`config.mk`:
```
export PLATFORM = sky130hd
export DESIGN_NAME = mem_bist
export DESIGN_NICKNAME = d
export VERILOG_FILES = /design/src/rtl/mem_bist_pkg.sv /design/src/rtl/mem_bist_err_log.sv /design/src/rtl/mem_bist.sv
export SDC_FILE = /design/constraint.sdc
export NUM_CORES = 1
export LEC_CHECK = 0
export CELL_PAD_IN_SITES_DETAIL_PLACEMENT = 1
export CELL_PAD_IN_SITES_GLOBAL_PLACEMENT = 1
export CORE_MARGIN = 2
export CORE_UTILIZATION = 36
export CTS_CLUSTER_SIZE = 24
export DETAILED_ROUTE_END_ITERATION = 12
export PLACE_DENSITY_LB_ADDON = 0.1
export SLEW_MARGIN = 25
export SYNTH_ARGS = -nofsm -noshare
export SYNTH_HDL_FRONTEND = slang
export SYNTH_SLANG_ARGS = --single-unit
```
`constraint.sdc`:
```
create_clock -name clk -period 2.3 [get_ports clk]
set_clock_uncertainty 0.2 [all_clocks]
set_input_delay 0.345 -clock clk [delete_from_list [all_inputs] [get_ports clk]]
set_output_delay 0.345 -clock clk [all_outputs]
set_load 0.1 [all_outputs]
```
`src/rtl/mem_bist_pkg.sv`:
```
// Shared types and helpers for the memory BIST sequencer.
package mem_bist_pkg;

  localparam int DEF_ADDR_SIZE   = 10;
  localparam int DEF_DATA_SIZE   = 8;
  localparam int DEF_MEMORY_SIZE = 1024;

  typedef enum logic [2:0] {
    ST_IDLE     = 3'd0,
    ST_W_SETUP  = 3'd1,
    ST_W_STROBE = 3'd2,
    ST_R_ADDR   = 3'd3,
    ST_R_CMP    = 3'd4,
    ST_DONE     = 3'd5
  } state_t;

  // Test pattern for address k: 2*k, optionally inverted. Callers truncate
  // the result to their data width, which gives {k[DATA_SIZE-2:0], 1'b0}.
  function automatic logic [31:0] pat(input logic [31:0] k, input logic invert);
    logic [31:0] p;
    p = k << 1;
    return invert ? ~p : p;
  endfunction

endpackage

```
`src/rtl/mem_bist_err_log.sv`:
```
// Read-back comparator, saturating mismatch counter and first-failure capture.
module mem_bist_err_log
  import mem_bist_pkg::*;
#(
  parameter int ADDR_SIZE = DEF_ADDR_SIZE,
  parameter int DATA_SIZE = DEF_DATA_SIZE
) (
  input  logic                 clk,
  input  logic                 rst,
  input  logic                 clr_i,
  input  logic                 cmp_en_i,
  input  logic [ADDR_SIZE-1:0] addr_i,
  input  logic [DATA_SIZE-1:0] exp_i,
  input  logic [DATA_SIZE-1:0] act_i,
  output logic                 mismatch_o,
  output logic [ADDR_SIZE:0]   err_count_o,
  output logic [ADDR_SIZE-1:0] first_err_addr_o
);

  logic [ADDR_SIZE:0]   cnt_q;
  logic [ADDR_SIZE-1:0] first_q;

  assign mismatch_o       = cmp_en_i && (act_i != exp_i);
  assign err_count_o      = cnt_q;
  assign first_err_addr_o = first_q;

  // Count mismatches (saturating) and latch the address of the first one.
  always_ff @(posedge clk) begin
    if (rst || clr_i) begin
      cnt_q   <= '0;
      first_q <= '0;
    end else if (mismatch_o) begin
      if (cnt_q == '0) first_q <= addr_i;
      if (cnt_q != '1) cnt_q <= cnt_q + 1'b1;
    end
  end

endmodule

```
`src/rtl/mem_bist.sv`:
```
// Memory BIST sequencer: fills the RAM with pat(k), reads it back and
// reports pass/fail, mismatch count and first failing address.
// Optional feature macro: MEM_BIST_INVERT_PASS_EN adds a second write/read
// pass with the inverted pattern.
//
// Handshake: start is a request sampled only in IDLE; busy is high while a
// test runs, done pulses for one cycle at the end and pass/err_count/
// first_err_addr hold the result until the next accepted start.
module mem_bist
  import mem_bist_pkg::*;
#(
  parameter int ADDR_SIZE   = DEF_ADDR_SIZE,
  parameter int DATA_SIZE   = DEF_DATA_SIZE,
  parameter int MEMORY_SIZE = DEF_MEMORY_SIZE
) (
  input  logic                 clk,
  input  logic                 rst,
  input  logic                 start,
  output logic [ADDR_SIZE-1:0] mem_addr,
  output logic                 mem_rd,
  output logic                 mem_wt,
  output logic                 mem_cs,
  output logic [DATA_SIZE-1:0] mem_wdata,
  input  logic [DATA_SIZE-1:0] mem_rdata,
  output logic                 busy,
  output logic                 done,
  output logic                 pass,
  output logic [ADDR_SIZE:0]   err_count,
  output logic [ADDR_SIZE-1:0] first_err_addr,
  output state_t               dbg_state
);

  localparam logic [ADDR_SIZE-1:0] LAST_ADDR = ADDR_SIZE'(MEMORY_SIZE - 1);

  state_t               state_q;
  logic [ADDR_SIZE-1:0] k_q;
  logic [ADDR_SIZE-1:0] addr_q;
  logic [DATA_SIZE-1:0] wdata_q;
  logic                 rd_q, wt_q, cs_q;
  logic                 busy_q, done_q, pass_q;

  logic                 inv_w;
  logic [ADDR_SIZE-1:0] k_inc;
  logic [DATA_SIZE-1:0] pat_cur, pat_inc;
  logic                 clr_w, cmp_en_w, mismatch_w;

`ifdef MEM_BIST_INVERT_PASS_EN
  // Selects the inverted pattern during the second write/read pass.
  logic phase_q;
  assign inv_w = phase_q;
`else
  assign inv_w = 1'b0;
`endif

  assign k_inc    = k_q + 1'b1;
  assign pat_cur  = DATA_SIZE'(pat(32'(k_q), inv_w));
  assign pat_inc  = DATA_SIZE'(pat(32'(k_inc), inv_w));
  assign clr_w    = (state_q == ST_IDLE) && start;
  assign cmp_en_w = (state_q == ST_R_CMP);

  mem_bist_err_log #(
    .ADDR_SIZE (ADDR_SIZE),
    .DATA_SIZE (DATA_SIZE)
  ) u_err_log (
    .clk              (clk),
    .rst              (rst),
    .clr_i            (clr_w),
    .cmp_en_i         (cmp_en_w),
    .addr_i           (k_q),
    .exp_i            (pat_cur),
    .act_i            (mem_rdata),
    .mismatch_o       (mismatch_w),
    .err_count_o      (err_count),
    .first_err_addr_o (first_err_addr)
  );

  // Sequencer FSM; every RAM pin is registered and set on entry to a state.
  always_ff @(posedge clk) begin
    if (rst) begin
      state_q <= ST_IDLE;
      k_q     <= '0;
      addr_q  <= '0;
      wdata_q <= '0;
      rd_q    <= 1'b0;
      wt_q    <= 1'b0;
      cs_q    <= 1'b0;
      busy_q  <= 1'b0;
      done_q  <= 1'b0;
      pass_q  <= 1'b0;
`ifdef MEM_BIST_INVERT_PASS_EN
      phase_q <= 1'b0;
`endif
    end else begin
      done_q <= 1'b0;
      unique case (state_q)
        ST_IDLE: begin
          rd_q <= 1'b0;
          wt_q <= 1'b0;
          cs_q <= 1'b0;
          if (start) begin
            state_q <= ST_W_SETUP;
            k_q     <= '0;
            addr_q  <= '0;
            wdata_q <= DATA_SIZE'(pat(32'd0, 1'b0));
            busy_q  <= 1'b1;
            pass_q  <= 1'b0;
`ifdef MEM_BIST_INVERT_PASS_EN
            phase_q <= 1'b0;
`endif
          end
        end
        ST_W_SETUP: begin
          state_q <= ST_W_STROBE;
          cs_q    <= 1'b1;
          wt_q    <= 1'b1;
        end
        ST_W_STROBE: begin
          wt_q <= 1'b0;
          if (k_q == LAST_ADDR) begin
            state_q <= ST_R_ADDR;
            k_q     <= '0;
            addr_q  <= '0;
            rd_q    <= 1'b1;
          end else begin
            state_q <= ST_W_SETUP;
            cs_q    <= 1'b0;
            k_q     <= k_inc;
            addr_q  <= k_inc;
            wdata_q <= pat_inc;
          end
        end
        ST_R_ADDR: begin
          state_q <= ST_R_CMP;
        end
        ST_R_CMP: begin
          if (k_q != LAST_ADDR) begin
            state_q <= ST_R_ADDR;
            k_q     <= k_inc;
            addr_q  <= k_inc;
          end
`ifdef MEM_BIST_INVERT_PASS_EN
          else if (!phase_q) begin
            state_q <= ST_W_SETUP;
            phase_q <= 1'b1;
            k_q     <= '0;
            addr_q  <= '0;
            wdata_q <= DATA_SIZE'(pat(32'd0, 1'b1));
            rd_q    <= 1'b0;
            cs_q    <= 1'b0;
          end
`endif
          else begin
            // The final compare lands on this edge, so fold it into pass.
            state_q <= ST_DONE;
            rd_q    <= 1'b0;
            cs_q    <= 1'b0;
            busy_q  <= 1'b0;
            done_q  <= 1'b1;
            pass_q  <= (err_count == '0) && !mismatch_w;
          end
        end
        ST_DONE: begin
          state_q <= ST_IDLE;
        end
        default: begin
          state_q <= ST_IDLE;
        end
      endcase
    end
  end

  assign mem_addr  = addr_q;
  assign mem_wdata = wdata_q;
  assign mem_rd    = rd_q;
  assign mem_wt    = wt_q;
  assign mem_cs    = cs_q;
  assign busy      = busy_q;
  assign done      = done_q;
  assign pass      = pass_q;
  assign dbg_state = state_q;

endmodule

```
======== Word level (Yosys, flattened, before mapping) ========
Cells that the tools add are included.
Widths: inputs -> output; s select.
storage, ports and cells
  flip-flop bits (word level) ............. 48
  output and inout port bits .............. 48
  word-level logic and storage cells ...... 71
operators by class
  add/sub/neg operators ................... 2
  equality and inequality tests ........... 13
  muxes and demuxes ....................... 23
  bitwise gates (word level) .............. 1
  reduce and logical (&&, ||, !) cells .... 21
operators by type and width
  kind                   number
  $mux 10                3
  $pmux 10 s3            1
  $mux 8                 2
  $pmux 8 s2             1
  $pmux 3 s5             1
  $reduce_and 3->1       5
  $add 11x1->11 const B  1
  $logic_not 11->1       1
  $ne 11x11->1 const B   1
  $add 10x1->10 const B  1
  $eq 10x10->1 const B   1
  $ne 10x10->1 const B   1
  $ne 2x2->1 const B     5
  $ne 8x8->1             1
  $mux 1                 7
  $eq 3x2->1 const B     2
  $mux 3                 2
  $pmux 1 s2             3
  $reduce_bool 2->1      3
  $pmux 1 s4             1
  $reduce_and 2->1       2
  $reduce_bool 4->1      1
  $reduce_or 2->1        2
  $eq 3x1->1 const B     1
  other kinds (9)        11

======== Depth between registers and ports, before layout ========
Gate-level depths: netlist of run 1.
  depth after elaboration ................. 6
  gate-level depth with buffers ........... 8

======== By module ========
Synthesis of run 1 repeated with hierarchy kept, for this count alone.
second synthesis, totals
  cell total of the unflattened synthesis .. 282
  area total of the unflattened synthesis .. 2522.4 µm²
modules (own cells, without submodules)
  module            times used  cells an instance  area an instance (µm²)
  mem_bist          1           157                1391.3
  mem_bist_err_log  1           125                1131.1

======== Worst setup path before layout of run 1 ========
No wires, ideal clock.
  kind .................................... reg-to-reg
  from .................................... register u_err_log.cnt_q[3], in the netlist u_err_log.err_count_o[3]
  to ...................................... register u_err_log.cnt_q[9], in the netlist u_err_log.err_count_o[9]
  setup time .............................. 0.115 ns
  arrival ................................. 2.428 ns
  setup slack ............................. -0.443 ns
  cell stages (with the launch flop) ...... 6
  cells stage by stage .................... dfxtp_1 > nand4_2 > or2_1 > or4_4 > o21a_1 > o21a_1
between the ends
  word-level cells in the longest chain between the ends .. 2
  elaborated cells on any way between the ends .. 3
  classes of those cells .................. add/sub: 1; eq/ne: 1; reduce/logical: 1
ends and longest elaborated chain
  what                                                   line                    source
  from (decl)                                            mem_bist_err_log.sv:20  logic [ADDR_SIZE:0] cnt_q;
  from (signal assigned)                                 mem_bist_err_log.sv:34  if (cnt_q != '1) cnt_q <= cnt_q + 1'b1;
  branches (longest 2 deep; another with $add 11x1->11)  --
Parallel ways; which one is timed is not known.
A chain may end at the register's enable or synchronous reset.

==> results of run 1 <==
==> state kept, by name (all words and copies together) (netlist names) <==
signal                      cells
busy                            1
dbg_state                       3
done                            1
mem_addr                       10
mem_cs                          1
mem_rd                          1
mem_wdata                       7
mem_wt                          1
pass                            1
u_err_log.err_count_o          11
u_err_log.first_err_addr_o     10
==> critical path: stages, from the launching register on <==
cell and delay [ns]:
dfxtp_2 0.33, ha_1 0.20, and2_1 0.21, and3_4 0.21
or3_1 0.41, or3_1 0.37, o21ai_1 0.08
==> power breakdown <==
part | internal, mW | total [mW] | switching (mW)
sequential | 0.821 | 0.831 | 0.00975
combinational | 0.0582 | 0.188 | 0.130
clock | 0.214 | 0.486 | 0.272
==> synth_stat cells, drive strengths merged <==
library cell	number	area (sq um)
nand4	4	31.28
nor2	25	96.35
nand2	23	86.33
o21ai	20	100.1
clkbuf	4	25.02
conb	1	3.750
or3	11	68.82
xor2	9	78.83
nor4	4	25.02
a21oi	22	110.1
or2	2	12.52
nand3b	6	45.04
nor2b	1	6.260
ha	3	37.54
a311oi	2	17.52
and3	5	46.29
nor3b	1	12.51
and4	2	17.52
nor3	7	40.04
inv	7	26.28
a211oi	2	15.01
and2	5	31.28
nand4b	1	8.760
o31ai	5	37.54
nand2b	1	6.260
o21a	4	30.03
buf	11	76.32
a22oi	1	7.510
xnor2	2	17.52
nand3	11	55.05
dfxtp	47	940.9
mux2i	14	140.1
or4b	1	10.01
or4	7	56.30
a31oi	1	6.260
==> cell families (layout without fill, tap and decap cells) <==
group | Yosys count | in the layout
simple gates | 117 | 117
fa+ha+maj | 3 | 3
other cells | 1 | 1
compound gates | 57 | 57
mux | 14 | 14
buf+inv | 22 | 84
flops | 47 | 47
xor+xnor | 11 | 11
==> final cells by class <==
class	instances	area share (%)
inverter	7	0.8783
clock inverter	1	0.1673
clock buffer	7	2.551
sequential	47	32.37
multi-input combinational	203	42.24
timing repair buffer	69	18.57
tap	77	3.220
==> through the flow <==
| step | hold WS (ns) | worst slack (ns) | setup TNS [ns] | instances | utilization, % |
|---|---|---|---|---|---|
| floorplan | 0.3381 | -0.05125 | -0.05125 | 272 | - |
| global route | 0.3035 | 0.01693 | 0 | 411 | 47.38 |
| global placement | 0.2463 | 0.01177 | 0 | 403 | 46.10 |
| CTS | 0.2808 | 0.2125 | 0 | 411 | 47.38 |
| finish | 0.2686 | 0.2224 | 0 | 411 | 47.38 |
| detailed placement | 0.2536 | -0.03612 | -0.1903 | 403 | 46.10 |
==> per-layer routing <==
metal,share of wire (%),up-vias
met1,45,1062
met5,0,-
met4,0.61,0
met2,50,37
li1,-,1093
met3,3.8,4
==> worst min path at each step <==
stage	startpoint	slack [ns]	end
2_1_floorplan	rst	0.34	mem_wdata[2]
3_3_place_gp	mem_wdata[3]	0.25	mem_wdata[3]
3_5_place_dp	mem_wdata[3]	0.25	mem_wdata[3]
4_1_cts	mem_wdata[3]	0.28	mem_wdata[3]
5_1_grt	mem_wdata[7]	0.30	mem_wdata[7]
6_report	mem_wdata[5]	0.27	mem_wdata[5]
==> cells in the final DEF (no fill, tap or decap), types with 5 or more instances in the layout <==
cell type         n
a21oi_1          22
and2_1            5
buf_4            58
clkbuf_8          5
clkdlybuf4s50_1  10
dfxtp_1          25
dfxtp_2          22
inv_1             7
mux2i_1          14
nand2_1          23
nand3_1          11
nand3b_1          6
nor2_1           24
nor3_1            6
o21ai_0          15
o21ai_1           5
o31ai_1           5
or3_1            11
or4_1             6
xor2_1            9
==> results.ini, run 1 <==
[critical_path]
critPathLaunchType = register
critPathCapture = mem_addr[7]
cp.arrival_ns = 2.10
timing.reg2reg.setup_slack_ns = 0.22
path_class = reg -> reg
critPathLaunch = mem_addr[0]
r2r_start = mem_addr[0]
worstPathMaxFanout = 5
crit_path_end_kind = register
r2r_cells = 6
worstPathRequired_ns = 2.32
r2r-end = mem_addr[7]

[floorplan]
coreArea_sq_um = 6314
die_area_sq_um = 7120
start_util_pct = 36.84
fp.dieW_um = 84.38
die_h_um = 84.38
io_pins = 59
fp-row-count = 29

[grt]
gr-usage-met1_pct = 23.24
antenna_found_initial = 0
use_met2_pct = 32.03
grt_pass1_vias = 2179
grt_use_total_pct = 18.38
grt_start_max_net_pins = 25
top_usage_layer = met2
overflow = 0
met3_usage_pct = 3.835
grt_pass1_wl_mm = 10.70

[sta]
worst_pin_slew_ns = 0.5678
rsz0062_at_grt = false
final_max_slew_viol_count = 0
min_period_ns = 2.078
fin_crit_sh_pct = 90.33
fmax_ghz = 0.4813
slew_headroom_pct = 62.15
finalSetupViolations = 0
finalHoldViolations = 0

[cts]
cts_buffers = 5
cts-resized-gates = 0
insertion_delay_ns = 0.29
clk_transition_reported_paths_ns = 0.08
ctsLongestPathBuffers = 2
post-cts-setup-buffers = 0
cts_root_buffer = clkbuf_8
cts_tree = done
cts.sinks = 47
htreeDepth = 2
hold_buffers = 0

[final_layout]
seq_area_sq_um = 968.4
diodes = 0
drive_gt1_share_pct = 29.04
area_growth_pct = 28.62
fin_area_sq_um = 2992
final_nets = 347
n_fill_cell = 788
multi_input_area_sq_um = 1264

[placement]
hpwl_mm = 4.737
gp_congestion = 0.7456
place_area_sq_um = 2910
port_buffers = 57

[yosys]
syn-mean-instance-area_sq_um = 8.551
ys_ff_latch = 47
synth_cell_types = 45
synth_top_family_by_area = simple AND/OR/NAND/NOR gates
synthMuxAreaShare_pct = 6.025
synth_compound_area_share_pct = 13.93
synth_cells = 272
yosysSeqAreaShare_pct = 40.45
synth_warnings = 0
synth_simple_gate_area_share_pct = 28.19
syn_area_sq_um = 2326
synth-adder-area-share_pct = 1.614
synth_xor_area_share_pct = 4.142
syn_nets = 286

[worst_hold_path]
min_path_type = reg -> reg
whs_path_depth = 2

[route]
post_drt_wl_per_cell_um = 15.58
routed_via_density = 5.343
drc = 0
drt_wl_total_mm = 6.405
drt-pass1-iter-count = 4
ant_nets = 0
vias = 2196
drt_iter0_drc = 59

[pwr]
ir_drop_mv = 0.3195
power_density_nw_per_um2 = 503.0
leakagePower_nw = 1.154
power_mw = 1.505

[flow_run]
max_cap_violations = 0

[outcome]
outcome = completed

No activity file was read; power rests on OpenSTA's default activity.
==> run 2, diff against run 1 <==
--- a/config.mk
+++ b/config.mk
@@ -12,6 +12,7 @@
 export CTS_CLUSTER_SIZE = 24
 export DETAILED_ROUTE_END_ITERATION = 12
 export PLACE_DENSITY_LB_ADDON = 0.1
+export SKIP_LAST_GASP = 1
 export SLEW_MARGIN = 25
 export SYNTH_ARGS = -nofsm -noshare
 export SYNTH_HDL_FRONTEND = slang
==> results of run 2 <==
The final DEF is identical to that of run 1; final timing and power are the same.
==> run 3, diff against run 2 <==
--- a/config.mk
+++ b/config.mk
@@ -5,6 +5,7 @@
 export SDC_FILE = /design/constraint.sdc
 export NUM_CORES = 1
 export LEC_CHECK = 0
+export CAP_MARGIN = 0
 export CELL_PAD_IN_SITES_DETAIL_PLACEMENT = 1
 export CELL_PAD_IN_SITES_GLOBAL_PLACEMENT = 1
 export CORE_MARGIN = 2
==> results of run 3 <==
The final DEF is identical to that of run 1; final timing and power are the same.
